$ cat src/rtl/rv32v_types_pkg.sv
// -----------------------------------------------------------------------------
// rv32v_types_pkg
// Shared vector-unit types for the writeback path: element width, offset and
// vector-length field types, and the beat record that travels through the
// writeback FIFO. Also provides a lane popcount helper used for element
// accounting.
// -----------------------------------------------------------------------------
package rv32v_types_pkg;

  localparam int NUM_LANES = 2;
  localparam int VL_WIDTH  = 7;

  typedef logic [31:0] word_t;

  typedef enum logic [1:0] {
    SEW_8    = 2'd0,
    SEW_16   = 2'd1,
    SEW_32   = 2'd2,
    SEW_RSVD = 2'd3
  } sew_t;

  typedef logic [VL_WIDTH-1:0] offset_t;
  typedef logic [VL_WIDTH:0]   vl_t;

  // One per-cycle result beat: lane data plus everything needed to gate and
  // route the write once it reaches the head of the FIFO.
  typedef struct packed {
    word_t [NUM_LANES-1:0] data;
    logic [4:0]            vd;
    offset_t               offset;
    sew_t                  eew;
    vl_t                   vl;
    logic [NUM_LANES-1:0]  lane_en;
    logic                  vm;
    logic [NUM_LANES-1:0]  mask;
    logic                  single_bit;
    logic                  last;
  } wb_beat_t;

  function automatic vl_t lane_popcount(input logic [NUM_LANES-1:0] bits);
    vl_t n;
    n = '0;
    for (int i = 0; i < NUM_LANES; i++) begin
      n = n + vl_t'(bits[i]);
    end
    return n;
  endfunction

endpackage

$ cat src/rtl/rv32v_wb_fifo.sv
// -----------------------------------------------------------------------------
// rv32v_wb_fifo
// DEPTH-entry FIFO of wb_beat_t. Flush has priority over push and pop.
// Ports:
//   CLK, nRST        clock, asynchronous active-low reset
//   push, push_data  enqueue request and beat (ignored when full or flushing)
//   pop              dequeue request (ignored when empty or flushing)
//   flush            discard every stored beat
//   full, empty      occupancy status, derived from the count register only
//   head             oldest stored beat (valid when !empty)
// -----------------------------------------------------------------------------
module rv32v_wb_fifo
  import rv32v_types_pkg::*;
#(
  parameter int DEPTH = 2
) (
  input  logic     CLK,
  input  logic     nRST,
  input  logic     push,
  input  wb_beat_t push_data,
  input  logic     pop,
  input  logic     flush,
  output logic     full,
  output logic     empty,
  output wb_beat_t head
);

  localparam int PTR_W = $clog2(DEPTH);
  localparam int CNT_W = PTR_W + 1;
  localparam logic [CNT_W-1:0] FULL_COUNT = CNT_W'(DEPTH);

  wb_beat_t mem [DEPTH];

  logic [PTR_W-1:0] wr_ptr;
  logic [PTR_W-1:0] rd_ptr;
  logic [CNT_W-1:0] count;
  logic             do_push;
  logic             do_pop;

  assign do_push = push && !full && !flush;
  assign do_pop  = pop && !empty && !flush;

  assign full  = (count == FULL_COUNT);
  assign empty = (count == '0);
  assign head  = mem[rd_ptr];

  // DEPTH is a power of two, so the pointers wrap by plain overflow.
  always_ff @(posedge CLK or negedge nRST) begin
    if (!nRST) begin
      wr_ptr <= '0;
      rd_ptr <= '0;
      count  <= '0;
    end else if (flush) begin
      wr_ptr <= '0;
      rd_ptr <= '0;
      count  <= '0;
    end else begin
      if (do_push) wr_ptr <= wr_ptr + 1'b1;
      if (do_pop)  rd_ptr <= rd_ptr + 1'b1;
      case ({do_push, do_pop})
        2'b10:   count <= count + 1'b1;
        2'b01:   count <= count - 1'b1;
        default: count <= count;
      endcase
    end
  end

  always_ff @(posedge CLK) begin
    if (do_push) mem[wr_ptr] <= push_data;
  end

endmodule

$ cat src/rtl/rv32v_wb_sequencer.sv
// -----------------------------------------------------------------------------
// rv32v_wb_sequencer
// Writer-side driver of the vector register-file writeback port. Buffers
// result beats in a FIFO, gates each lane by lane enable, v0 mask and tail
// (offset+i < vl), and issues one registered write per cycle. Counts written
// elements per instruction and pulses done on the final beat's write.
// Ports:
//   CLK, nRST          clock, asynchronous active-low reset
//   in_*               result beat from execute/memory; in_ready = FIFO not full
//   wb_stall           hold the FIFO head, no write this cycle
//   flush              drop all buffered beats (wins over push and pop)
//   w_data .. single_bit_write  registered writeback port to the rf
//   done, done_vd      one-cycle completion pulse and its destination register
//   elem_count         elements written so far for the current instruction
// Optional feature (macro RV32V_WB_FORWARD_EN): fwd_valid/fwd_vd/fwd_offset/
// fwd_data/fwd_wen mirror the registered write for decode-stage bypass.
// -----------------------------------------------------------------------------
module rv32v_wb_sequencer #(
  parameter int NUM_LANES = 2,
  parameter int DEPTH     = 2,
  parameter int VL_WIDTH  = 7
) (
  input  logic                   CLK,
  input  logic                   nRST,
  input  logic                   in_valid,
  output logic                   in_ready,
  input  logic [32*NUM_LANES-1:0] in_data,
  input  logic [4:0]             in_vd,
  input  logic [VL_WIDTH-1:0]    in_offset,
  input  logic [1:0]             in_eew,
  input  logic [VL_WIDTH:0]      in_vl,
  input  logic [NUM_LANES-1:0]   in_lane_en,
  input  logic                   in_vm,
  input  logic [NUM_LANES-1:0]   in_mask,
  input  logic                   in_single_bit,
  input  logic                   in_last,
  input  logic                   wb_stall,
  input  logic                   flush,
  output logic [32*NUM_LANES-1:0] w_data,
  output logic [4:0]             vd,
  output logic [NUM_LANES-1:0]   wen,
  output logic [VL_WIDTH-1:0]    vd_offset,
  output logic [1:0]             eew,
  output logic [VL_WIDTH:0]      vl,
  output logic                   single_bit_write,
  output logic                   done,
  output logic [4:0]             done_vd,
  output logic [VL_WIDTH:0]      elem_count
`ifdef RV32V_WB_FORWARD_EN
  ,
  output logic                   fwd_valid,
  output logic [4:0]             fwd_vd,
  output logic [VL_WIDTH-1:0]    fwd_offset,
  output logic [32*NUM_LANES-1:0] fwd_data,
  output logic [NUM_LANES-1:0]   fwd_wen
`endif
);

  import rv32v_types_pkg::*;

  wb_beat_t             push_beat;
  wb_beat_t             head;
  logic                 fifo_full;
  logic                 fifo_empty;
  logic                 push;
  logic                 pop;
  logic [NUM_LANES-1:0] gated_wen;
  vl_t                  lane_pos;
  vl_t                  elem_base;

  // in_ready depends only on occupancy; a full FIFO stays closed even in a
  // cycle where it pops, which keeps in_ready off the stall/flush path.
  assign in_ready = !fifo_full;
  assign push     = in_valid && in_ready && !flush;
  assign pop      = !fifo_empty && !wb_stall && !flush;

  always_comb begin
    push_beat            = '0;
    push_beat.data       = in_data;
    push_beat.vd         = in_vd;
    push_beat.offset     = in_offset;
    push_beat.eew        = sew_t'(in_eew);
    push_beat.vl         = in_vl;
    push_beat.lane_en    = in_lane_en;
    push_beat.vm         = in_vm;
    push_beat.mask       = in_mask;
    push_beat.single_bit = in_single_bit;
    push_beat.last       = in_last;
  end

  rv32v_wb_fifo #(
    .DEPTH(DEPTH)
  ) u_fifo (
    .CLK      (CLK),
    .nRST     (nRST),
    .push     (push),
    .push_data(push_beat),
    .pop      (pop),
    .flush    (flush),
    .full     (fifo_full),
    .empty    (fifo_empty),
    .head     (head)
  );

  // Element index is widened by one bit before adding the lane number so a
  // beat near the top of the offset range cannot wrap below vl.
  always_comb begin
    gated_wen = '0;
    lane_pos  = '0;
    for (int i = 0; i < NUM_LANES; i++) begin
      lane_pos     = {1'b0, head.offset} + vl_t'(i);
      gated_wen[i] = head.lane_en[i] && (head.vm || head.mask[i]) && (lane_pos < head.vl);
    end
  end

  // The count from a finished instruction is shown alongside its done pulse
  // and restarts from zero on the following cycle.
  assign elem_base = done ? '0 : elem_count;

  always_ff @(posedge CLK or negedge nRST) begin
    if (!nRST) begin
      w_data           <= '0;
      vd               <= '0;
      wen              <= '0;
      vd_offset        <= '0;
      eew              <= '0;
      vl               <= '0;
      single_bit_write <= 1'b0;
      done             <= 1'b0;
      done_vd          <= '0;
      elem_count       <= '0;
    end else if (flush) begin
      wen        <= '0;
      done       <= 1'b0;
      elem_count <= '0;
    end else if (pop) begin
      w_data           <= head.data;
      vd               <= head.vd;
      wen              <= gated_wen;
      vd_offset        <= head.offset;
      eew              <= head.eew;
      vl               <= head.vl;
      single_bit_write <= head.single_bit;
      done             <= head.last;
      if (head.last) done_vd <= head.vd;
      elem_count       <= elem_base + lane_popcount(gated_wen);
    end else begin
      wen        <= '0;
      done       <= 1'b0;
      elem_count <= elem_base;
    end
  end

`ifdef RV32V_WB_FORWARD_EN
  assign fwd_valid  = |wen;
  assign fwd_vd     = vd;
  assign fwd_offset = vd_offset;
  assign fwd_data   = w_data;
  assign fwd_wen    = wen;
`endif

endmodule

$ cat config.mk
export PLATFORM = sky130hd
export DESIGN_NAME = rv32v_wb_sequencer
export DESIGN_NICKNAME = d
export VERILOG_FILES = /design/src/rtl/rv32v_types_pkg.sv /design/src/rtl/rv32v_wb_fifo.sv /design/src/rtl/rv32v_wb_sequencer.sv
export SDC_FILE = /design/constraint.sdc
export NUM_CORES = 1
export LEC_CHECK = 0
export CORE_UTILIZATION = 40
export CTS_CLUSTER_SIZE = 24
export DETAILED_ROUTE_END_ITERATION = 12
export GPL_ROUTABILITY_DRIVEN = 0
export GPL_TIMING_DRIVEN = 0
export MAX_ROUTING_LAYER = met4
export PLACE_DENSITY = 0.78
export SLEW_MARGIN = 0
export SYNTH_ARGS = -nofsm -noshare
export SYNTH_HDL_FRONTEND = slang
export SYNTH_HIERARCHICAL = 1
export SYNTH_SLANG_ARGS = --single-unit
$ cat constraint.sdc
create_clock -name CLK -period 9 [get_ports CLK]
set_clock_uncertainty 0.15 [all_clocks]
set_input_delay 0.9 -clock CLK [delete_from_list [all_inputs] [get_ports CLK]]
set_output_delay 0.9 -clock CLK [all_outputs]
set_load 0.05 [all_outputs]
**Word-level counts from Yosys, hierarchy flattened**

Memory sizes are Yosys's and may differ from the RTL's.
Index checks and enable logic that the tools add are counted.

- $lt $le $gt $ge: 2
- Reduce and logical (&&, ||, !) cells: 24
- $add $sub $neg: 7
- Muxes and demuxes: 15
- Bitwise operators: 1
- Eq/ne operators: 3

Operators by type and width:

| cell | count |
|---|---|
| $mux W8 | 3 |
| $logic_and A1 B1 Y1 | 12 |
| $add A7 B1 Y8 const B | 1 |
| $add A8 B2 Y8 | 1 |
| $lt A7 B8 Y1 | 1 |
| $lt A8 B8 Y1 | 1 |
| $mux W1 | 8 |
| $mux W2 | 3 |
| $eq A2 B2 Y1 const B | 2 |
| $logic_not A1 Y1 | 4 |
| $pmux W2 S2 | 1 |
| $reduce_bool A2 Y1 | 2 |
| $reduce_and A3 Y1 | 1 |
| $reduce_bool A3 Y1 | 1 |
| $add A1 B1 Y1 const B | 2 |
| $add A1 B1 Y2 | 1 |
| $add A2 B1 Y2 const B | 1 |
| $eq A2 B1 Y1 const B | 1 |
| $logic_not A2 Y1 | 1 |
| $logic_or A1 B1 Y1 | 2 |
| $reduce_and A2 Y1 | 1 |
| $sub A2 B1 Y2 const B | 1 |
| $not A1 Y1 | 1 |

- Memories kept: 1
- Memory bits (writable): 186
- Logic and storage cells: 66
- Bits in registers: 107
- Output and inout port bits: 104

Memories:

| memory | words | width | read ports | clocked after memory_dff | write ports | RTL line | source |
|---|---|---|---|---|---|---|---|
| u_fifo.mem | 2 | 93 | 1 | 0 | 1 | rv32v_wb_fifo.sv:32 | `wb_beat_t mem [DEPTH];` |

**Depth between registers and ports, before layout**

Gate-level depths: netlist of the first run.

- Depth in word-level cells: 9
- Depth in mapped cells: 16
- Mapped depth without buffers: 14

**Cells and area by module**

Netlist of the first run, hierarchy kept.

By module, submodules not included:

| module | cells each | instances | seq. area each (µm²) | area an instance (µm²) |
|---|---|---|---|---|
| rv32v_wb_fifo | 314 | 1 | 5685.5 | 6902.9 |
| rv32v_wb_sequencer | 492 | 1 | 2577.5 | 4474.3 |

**Least setup slack after synthesis of the first run**

No wires, ideal clock.

- Path kind: input port to flip-flop
- From: input port flush
- To: memory u_fifo/mem[1][0] in the netlist's numbering, enable pin
- Cell stages on the path: 4
- Data arrival time: 8443 ps
- Required time: 8172 ps
- Path slack: -271 ps
- Cell sequence: buf_6 -> nor3b_1 -> nand2b_1 -> nor3b_1

- Longest elaborated chain between the ends: 6

RTL lines:

| item | RTL line | source |
|---|---|---|
| start: declaration | rv32v_wb_sequencer.sv:38 | `input logic flush,` |
| $logic_not A1 Y1 | rv32v_wb_sequencer.sv:74 | `assign push = in_valid && in_ready && !flush;` |
| $logic_and A1 B1 Y1 | rv32v_wb_sequencer.sv:74 |  |
| named net push | rv32v_wb_sequencer.sv:65 | `logic push;` |
| $logic_and A1 B1 Y1 (2 in a row) | rv32v_wb_fifo.sv:40 | `assign do_push = push && !full && !flush;` |
| $mux W1 | rv32v_wb_fifo.sv:69 | `if (do_push) mem[wr_ptr] <= push_data;` |
| $mux W1 (not written as such) | rv32v_wb_fifo.sv:69 |  |
| end: declaration | rv32v_wb_fifo.sv:32 |  |

The timed path passes the listed nets, and every way through them passes these cells.

==> impl_metrics.csv, run 1 <==
group,metric,value,unit
worst_setup_path,cp_slowest_cell,"or3b_2",
synth,netlist_area,0.01138,mm2
clocking,cts-root-buf,"clkbuf_16",
drt,viasPerCell,4.781,
synth,yosysMostFrequentCell,"nand2_1",
power_and_ir_drop,power,3.885,mW
placed_design,pre_cts_ws,4.245,ns
clocking,h-tree-depth,1,
drt,wl,25.54,mm
synth,yosysWarnings,6,
timing,setup_viol,0,
synth,yosys_register_bits,293,
final_layout,drive_gt1_frac,0.1705,
drt,detail_route.iter0.violations,353,
clocking,clk_latency,0.55,ns
global_route,grt_pass1_vias,7373,
floorplan,die_y,170.7,um
timing,fin_crit,4.779,ns
placed_design,dp.cells,1401,
clocking,clock_path_buffers,3,
clocking,numClockSinks,293,
clocking,holdBufCountCts,0,
worst_setup_path,crit_path_end_kind,"flop",
drt,dr.pass1.iters,4,
floorplan,start_util,0.4084,
timing,tightest_slew,0.9083,ns
drt,ant_nets,0,
timing,rsz0062_at_grt,"no",
synth,ys_top_cells_by_count,"nand2_1, edfxtp_1, dfrtp_1",
synth,synth_ff_type,"edfxtp_1",
synth,synth_area_leaders,"edfxtp_1, dfrtp_1, nand2_1, mux2_2, ha_1",
synth,async_flop_share,0.3652,
synth,synthCells,806,
global_route,grt-ovfl-total,0,
floorplan,die_area,0.02912,mm2
final_layout,syn2layout_area_growth,32.78,%
timing,whs,0.1189,ns
clocking,post_cts_buffers,0,
placed_design,port_buffers,201,
timing,hold_viol,0,
worst_setup_path,reg2reg_slack,4.22,ns
drt,wl_per_cell,17.52,um
synth,yosysTopAreaCell,"edfxtp_1",
synth,yosysSeqAreaShare,0.7263,
placed_design,placed_area,0.01411,mm2
timing,fin_tns_setup,0,ns
global_route,grtUsageTotal,0.1826,
timing,clock.fmax,209.2,MHz
clocking,cts_tree,"yes",
power_and_ir_drop,p_leak,5.981,nW
floorplan,die_width,170.7,um
worst_setup_path,start_kind,"flop",
flow_run,maxCapViolCount,0,
worst_setup_path,path_cells,"buf_2 > buf_2 > mux2_2 > ha_1 > xor2_1 > ha_1 > a211o_1 > a31o_2 > a21o_1 > fa_1 > or3b_2 > or4_1 > a21boi_1",
final_layout,final_core_util,0.5423,
floorplan,core-area,0.02786,mm2
timing,worst_slack,4.221,ns
timing,fin_crit_sh,0.5310,
synth,syn_nets,920,
synth,synth_top_area_share,0.4909,
final_layout,nets,1169,
worst_setup_path,cp_slowest_stage_delay,0.53,ns
global_route,grt_antenna_before_repair,1,
clocking,ctsResizeCount,0,
worst_setup_path,worstPathMaxFanout,10,
floorplan,rows,61,
synth,syn_area_per_cell,14.12,um2
clocking,clkSlewWorstSetupHoldPaths,0.06,ns
power_and_ir_drop,peakVddDrop,189.1,uV
global_route,grt_first_pass_wirelength,39.63,mm
synth,synth_edf_count,186,
synth,synth.distinct_cells,55,
timing,drv_slew,0,
floorplan,io_pins,202,
final_layout,stdcell_area,0.01511,mm2
worst_setup_path,worstPathArrival,5.08,ns
drt,drc,0,
power_and_ir_drop,powerDensity,257.2,mW/mm2
clocking,numCtsBuffers,30,
worst_setup_path,critPathKind,"reg -> reg",
timing,slew_headroom,0.3911,
worst_setup_path,required,9.30,ns
final_layout,instances_no_fill,1458,
drt,vias,6970,
global_route,grt_max_degree,68,
outcome,status,"complete, no violations",
worst_hold_path,min-delay-path-class,"in -> async",
placed_design,hpwlAfterDp,17.78,mm
## cells by family (layout without fill, tap and decap cells)
logic type                 Yosys count  count (layout)  synth area share
adders and majority gates           16              16           0.01826
muxes                               99              99           0.09788
DFF                                293             293            0.7263
other                                0               1                 0
xor gates and xnor gates             7               7          0.005389
and+or+nand+nor                    307             307            0.1114
buffers and inverters               46             319           0.01848
AOI/OAI and AO/OA                   38              38           0.02233
## per-layer routing
layer / GRT usage / share of wire / vias to the layer above
li1: - / - / 3323
met1: 0.2217 / 0.42 / 3432
met2: 0.3088 / 0.50 / 175
met3: 0.04279 / 0.064 / 40
met4: 0.04152 / 0.019 / 0
met5: - / 0 / -
## critical path: cells and delay by family, from the launching register on
| family | cells | cell delay, ns |
|---|---|---|
| mux | 1 | 0.45 |
| simple gates | 2 | 1.01 |
| buf+inv | 2 | 0.68 |
| fa+ha+maj | 3 | 0.97 |
| xor+xnor | 1 | 0.15 |
| flops | 1 | 0.38 |
| compound gates | 4 | 0.89 |
## power by group
group	leakage, nW	switching [mW]	internal [mW]	total (mW)
registers	3.06	0.0796	1.59	1.67
clock network	0.484	0.510	0.711	1.22
logic	2.44	0.669	0.329	0.998
total	5.98	1.26	2.63	3.89
## final cells by class
type | count | area (um2)
Antenna cell | 1 | 2.502
Inverter | 14 | 53.80
Timing Repair Buffer | 217 | 2240
Fill cell | 2259 | 12750
Clock buffer | 39 | 868.3
Tap cell | 378 | 473.0
Multi-Input combinational cell | 467 | 2920
Clock inverter | 17 | 130.1
Sequential cell | 293 | 8263
Buffer | 32 | 156.4
## flip-flops by register name (all words and copies together), names as in the netlist, 5 cells and up
name        flops
vl              8
vd              5
elem_count      8
w_data         64
vd_offset       7
done_vd         5
u_fifo/mem    186
## cells in the final DEF, fill, tap and decap left out, types with 2 or more instances in the layout
cell type,instances
o21ai_0,12
and3_1,3
mux2_2,83
edfxtp_1,186
nand2b_1,3
dfrtp_1,107
nor2b_1,5
a211oi_1,2
nor2_1,10
clkinv_1,2
nor3_1,2
nand2_1,258
clkinv_2,7
a21oi_1,6
nand3_1,6
clkinvlp_4,4
clkinv_4,3
nor3b_1,3
xnor2_1,5
buf_2,20
clkbuf_8,2
inv_1,12
ha_1,15
buf_8,8
a211o_1,2
clkbuf_1,14
clkbuf_16,33
o311ai_0,2
or3_2,2
mux2_1,15
a31o_2,2
and2_1,2
clkdlybuf4s50_1,200
buf_6,9
xor2_1,2
## path summary, 6_finish.rpt
path,from,endpoint,depth (start not counted)
max,u_fifo/rd_ptr,elem_count[5],13
min,nRST,vl[2],1
max reg2reg,u_fifo/rd_ptr,elem_count[5],13
min reg2reg,vd[2],vd[2],2
max in group asynchronous,nRST,w_data[16],2
min in group CLK,vd[2],vd[2],2
(Power assumes the default switching activity.)
==> run 2, diff against run 1 <==
Clock period 9 ns to 4.3 ns, I/O delays scaled along.
==> run 2 against run 1 <==
- clock power increased by 140%
- first-iteration DRC count increased by 6.5%
- combinational power increased by 110%
- cell area increased by 1.5%
==> impl_metrics.csv, run 2 (synthesized netlist as in run 1, its figures left out) <==
group,metric,value,unit
floorplan,core-area,0.02786,mm2
final_layout,final_cell_mix,"nand2_1, clkdlybuf4s50_1, edfxtp_1",
timing,worst_slack,0.1886,ns
drt,vias,6927,
worst_setup_path,critPathKind,"reg -> reg",
timing,fin_crit_sh,0.9561,
drt,detail_route.iter0.violations,376,
drt,wl_per_cell,17.47,um
clocking,clk_latency,0.55,ns
clocking,clkSlewWorstSetupHoldPaths,0.06,ns
worst_setup_path,worstPathMaxFanout,10,
global_route,grt_pass1_vias,7369,
final_layout,syn2layout_area_growth,34.80,%
global_route,grt-ovfl-total,0,
drt,ant_nets,0,
worst_setup_path,start_kind,"flop",
timing,drv_slew,0,
drt,wl,25.50,mm
global_route,grtUsageTotal,0.1840,
drt,viasPerCell,4.745,
worst_setup_path,crit_buf_inv,2,
power_and_ir_drop,power,8.464,mW
clocking,h-tree-depth,1,
final_layout,largest_reg_flops,186,
worst_setup_path,cp_slowest_stage_delay,0.50,ns
floorplan,die_width,170.7,um
worst_setup_path,path_cells,"buf_8 > buf_8 > mux2_4 > ha_1 > xor2_1 > ha_1 > a211o_1 > a31o_2 > a21o_1 > fa_2 > or3b_4 > or4_4 > a21boi_2",
floorplan,rows,61,
global_route,grt_antenna_before_repair,2,
final_layout,stdcell_area,0.01534,mm2
flow_run,maxCapViolCount,0,
worst_setup_path,crit_path_end_kind,"flop",
floorplan,start_util,0.4084,
worst_setup_path,crit_family,"simple AND/OR/NAND/NOR gates",
worst_hold_path,min-delay-path-class,"in -> async",
worst_setup_path,cp_slowest_cell,"or4_4",
clocking,numClockSinks,293,
floorplan,die_y,170.7,um
power_and_ir_drop,powerDensity,551.9,mW/mm2
timing,tightest_slew,0.6963,ns
timing,slew_headroom,0.5343,
final_layout,drive_gt1_frac,0.1685,
clocking,clock_path_buffers,3,
power_and_ir_drop,p_leak,6.070,nW
global_route,grt_first_pass_wirelength,39.97,mm
outcome,status,"complete, no violations",
floorplan,die_area,0.02912,mm2
clocking,cts-root-buf,"clkbuf_16",
placed_design,placed_area,0.01415,mm2
final_layout,final_core_util,0.5505,
placed_design,pre_cts_ws,-0.4638,ns
global_route,grt_max_degree,55,
timing,setup_viol,0,
floorplan,io_pins,202,
power_and_ir_drop,peakVddDrop,370.0,uV
timing,rsz0062_at_grt,"no",
timing,hold_viol,0,
worst_setup_path,required,4.62,ns
worst_setup_path,worstPathArrival,4.44,ns
drt,drc,0,
drt,dr.pass1.iters,4,
timing,fin_tns_setup,0,ns
clocking,cts_tree,"yes",
final_layout,top_register,"u_fifo/mem",
final_layout,final_common_cell,"nand2_1",
clocking,numCtsBuffers,30,
timing,fin_crit,4.111,ns
placed_design,hpwlAfterDp,17.67,mm
timing,clock.fmax,243.2,MHz
final_layout,top_regs,"u_fifo/mem: 186 flops, w_data: 64 flops",
final_layout,nets,1171,
placed_design,port_buffers,201,
==> run 2: cell types whose count changed in the layout (fill, tap and decap cells not counted), sizes merged <==
cell / previous run / this run
bufinv: 1 / 9
diode: 1 / 2
clkinv: 12 / 11
clkinvlp: 4 / 2
inv: 14 / 13
dlygate4sd3: 0 / 1
buf: 39 / 40
clkbuf: 49 / 44
==> run 2: cell type report <==
type | instances | area [um2]
diodes | 2 | 5.005
plain buffers | 32 | 176.4
clock buffers | 34 | 787.0
clock inverters | 21 | 325.3
fillers | 2268 | 12520
inverters | 14 | 53.80
multi-input cells | 467 | 2947
flip-flops and latches | 293 | 8263
well taps | 378 | 473.0
repair buffers | 219 | 2306
==> run 2: layer usage <==
layer  GRT usage  wire length [um]  vias up
met5           -                 0        -
met1      0.2221             10490     3385
met4     0.04191               415        0
li1            -                 -     3329
met3     0.04603              1809       34
met2      0.3102             12790      179
==> run 2: where the power goes <==
| group | switching (mW) | internal [mW] | total [mW] |
|---|---|---|---|
| Clock | 1.05 | 1.84 | 2.89 |
| Sequential | 0.167 | 3.32 | 3.49 |
| Combinational | 1.39 | 0.694 | 2.08 |
| Total | 2.61 | 5.86 | 8.46 |
==> run 2: stage by stage <==
step           instances  hold slack (ns)
4_1_cts             1458           0.2750
2_1_floorplan        806         -0.01559
5_1_grt             1460           0.3003
3_5_place_dp        1399           0.2911
6_report            1460           0.2730
3_3_place_gp        1385           0.3084
==> run 2: worst reg2reg max path: cells and delay by family (launching register included) <==
family / cells / cell delay [ns]
simple gates: 2 / 0.93
buf+inv: 2 / 0.28
mux: 1 / 0.35
xor+xnor: 1 / 0.15
flops: 1 / 0.40
compound gates: 4 / 0.87
fa+ha+maj: 3 / 0.90
==> run 2: what timing repair did <==
action,in CTS,in global routing
gates resized for setup,9,3
hold buffers,1,0
pin swaps,0,1
setup buffers,3,0
cloned,0,0
endpoints found under the setup margin,5,1
hold endpoints to repair,53,0
==> run 2: final timing paths <==
| kind | startpoint | end | slack [ns] | cells after the start |
|---|---|---|---|---|
| worst min-delay path | nRST | vl[7] | 0.27 | 2 |
| max in group asynchronous | nRST | w_data[35] | 3.01 | 3 |
| worst max-delay path | u_fifo/rd_ptr | elem_count[5] | 0.19 | 13 |
| min in group CLK | in_data[45] | u_fifo/mem[1][74] | 0.31 | 1 |
| worst max register to register | u_fifo/rd_ptr | elem_count[5] | 0.19 | 13 |
| worst min register to register | vd[2] | vd[2] | 0.32 | 2 |
==> run 3, diff against run 2 <==
Settings changed: CORE_UTILIZATION 40 to 47, PLACE_DENSITY 0.78 to 0.87, SLEW_MARGIN 0 to not set.
==> run 3 against run 2 <==
- non-clock buffer count down 2
- cell area is 1.3% lower
- sequential power about the same
- global-route usage up 3.3 points
- largest power group unchanged
- combinational power hardly changed
- critical path type unchanged
- highest routed layer unchanged
- die area down 15%
- critical path depth is the same
==> impl_metrics.csv, run 3 (synthesized netlist as in run 1, its figures left out) <==
group,metric,value,unit
final_layout,top_regs,"u_fifo/mem: 186 flops, w_data: 64 flops",
global_route,grt-ovfl-total,0,
clocking,cts_tree,"yes",
timing,hold_viol,0,
flow_run,maxCapViolCount,0,
worst_setup_path,path_cells,"buf_6 > buf_8 > mux2_4 > ha_2 > xor2_1 > ha_1 > a211o_1 > a31o_2 > a21o_1 > fa_2 > or3b_4 > or4_1 > a21boi_1",
clocking,clock_path_buffers,3,
timing,clock.fmax,247.1,MHz
placed_design,pre_cts_ws,-0.4449,ns
global_route,grt_max_degree,74,
power_and_ir_drop,combPwrFrac,0.262,
final_layout,final_cell_mix,"nand2_1, clkdlybuf4s50_1, edfxtp_1",
drt,drc,0,
final_layout,fillerInstances,1715,
worst_setup_path,worstPathMaxFanout,10,
floorplan,io_pins,202,
clocking,numClockSinks,293,
worst_setup_path,required,4.61,ns
floorplan,core-area,0.02361,mm2
timing,tightest_slew,0.8172,ns
global_route,grt_first_pass_wirelength,39.68,mm
drt,wl_per_cell,18.45,um
power_and_ir_drop,peakVddDrop,512.8,uV
final_layout,final_common_cell,"nand2_1",
final_layout,syn2layout_area_growth,33.04,%
global_route,grtUsageTotal,0.2169,
worst_hold_path,min-delay-path-class,"in -> async",
worst_setup_path,cp_slowest_cell,"or4_1",
clocking,clkSlewWorstSetupHoldPaths,0.06,ns
clocking,clk_latency,0.53,ns
timing,setup_viol,0,
timing,whs,0.2340,ns
timing,fin_crit,4.047,ns
drt,dr.pass1.iters,4,
final_layout,drive_gt1_frac,0.1647,
placed_design,port_buffers,201,
timing,fin_crit_sh,0.9413,
floorplan,start_util,0.4818,
timing,rsz0062_at_grt,"no",
global_route,grt_pass1_vias,7476,
final_layout,top_register,"u_fifo/mem",
power_and_ir_drop,powerDensity,530.7,mW/mm2
clocking,h-tree-depth,1,
worst_setup_path,crit_path_end_kind,"flop",
timing,slew_headroom,0.4546,
drt,viasPerCell,5.110,
power_and_ir_drop,p_leak,6.004,nW
outcome,status,"complete, no violations",
worst_setup_path,worstPathArrival,4.36,ns
power_and_ir_drop,p_sw,2.577,mW
worst_setup_path,critPathKind,"reg -> reg",
worst_setup_path,cp_slowest_stage_delay,0.48,ns
drt,wl,25.74,mm
power_and_ir_drop,p_int,5.456,mW
final_layout,register_area,0.008263,mm2
floorplan,die_y,157.6,um
floorplan,rows,56,
timing,worst_slack,0.2526,ns
floorplan,die_area,0.02483,mm2
drt,vias,7128,
power_and_ir_drop,pwr-share-seq,0.435,
worst_setup_path,crit_family,"simple AND/OR/NAND/NOR gates",
power_and_ir_drop,swShare,0.3208,
drt,ant_nets,0,
clocking,cts-root-buf,"clkbuf_16",
clocking,numCtsBuffers,29,
timing,drv_slew,0,
worst_setup_path,start_kind,"flop",
global_route,grt_antenna_before_repair,1,
floorplan,die_width,157.6,um
final_layout,largest_reg_flops,186,
placed_design,hpwlAfterDp,17.77,mm
final_layout,multiInputGateArea,0.002952,mm2
power_and_ir_drop,clkPwrFrac,0.303,
worst_setup_path,crit_buf_inv,2,
drt,detail_route.iter0.violations,380,
final_layout,nets,1168,
-- run 3: cell type report --
cell class | count | area share
clock buffers | 42 | 0.05448
plain buffers | 31 | 0.01108
inverters | 14 | 0.003555
multi-input cells | 467 | 0.1950
repair buffers | 218 | 0.1571
well taps | 319 | 0.02637
diodes | 1 | 0.0001653
clock inverters | 10 | 0.006283
flip-flops and latches | 293 | 0.5459
-- run 3: repair_timing --
item | in CTS | in global routing
hold endpoints to repair | 34 | 0
gates resized for setup | 6 | 6
pin swaps | 0 | 1
setup endpoints to repair | 5 | 2
hold buffers | 1 | 0
buffers inserted | 3 | 0
-- run 3: path summary, 6_finish.rpt --
check | start | endpoint | slack (ns) | cells after the start
min in group CLK | w_data[59] | w_data[59] | 0.32 | 2
max reg2reg | u_fifo/rd_ptr | elem_count[5] | 0.25 | 13
min | nRST | vl[6] | 0.23 | 2
min reg2reg | w_data[59] | w_data[59] | 0.32 | 2
max | u_fifo/rd_ptr | elem_count[5] | 0.25 | 13
max in group asynchronous | nRST | w_data[36] | 3.02 | 3
-- run 3: worst reg2reg max path: stages, from the launching register on --
cell      delay (ns)
dfrtp_1         0.40
buf_6           0.14
buf_8           0.14
mux2_4          0.35
ha_2            0.22
xor2_1          0.15
ha_1            0.30
a211o_1         0.29
a31o_2          0.23
a21o_1          0.21
fa_2            0.37
or3b_4          0.42
or4_1           0.48
a21boi_1        0.14
-- run 3: power groups by stage --
stage	registers, mW	logic [mW]	clock network, mW
3_5_place_dp	3.54	2.11	0
3_3_place_gp	3.54	2.05	0
2_1_floorplan	4.49	0.302	0
6_report	3.49	2.11	2.43
4_1_cts	3.49	2.12	2.49
5_1_grt	3.52	2.21	2.60
-- run 3: routing by layer --
layer | global-route usage | share of wire | vias up
li1 | - | - | 3327
met1 | 0.2616 | 0.40 | 3527
met2 | 0.3622 | 0.50 | 234
met3 | 0.05667 | 0.077 | 40
met4 | 0.05825 | 0.018 | 0
met5 | - | 0 | -
-- run 3: per-stage QoR --
stage	util	total power [mW]	TNS, ns	instances	cell area [um2]
3_3_place_gp	0.5849	5.583	-641.36	1326	13810
2_1_floorplan	-	4.794	-0.3334	806	11400
6_report	0.6410	8.033	0	1395	15140
4_1_cts	0.6402	8.106	0	1395	15120
3_5_place_dp	0.5990	5.654	-1.406	1339	14140
5_1_grt	0.6410	8.336	0	1395	15140
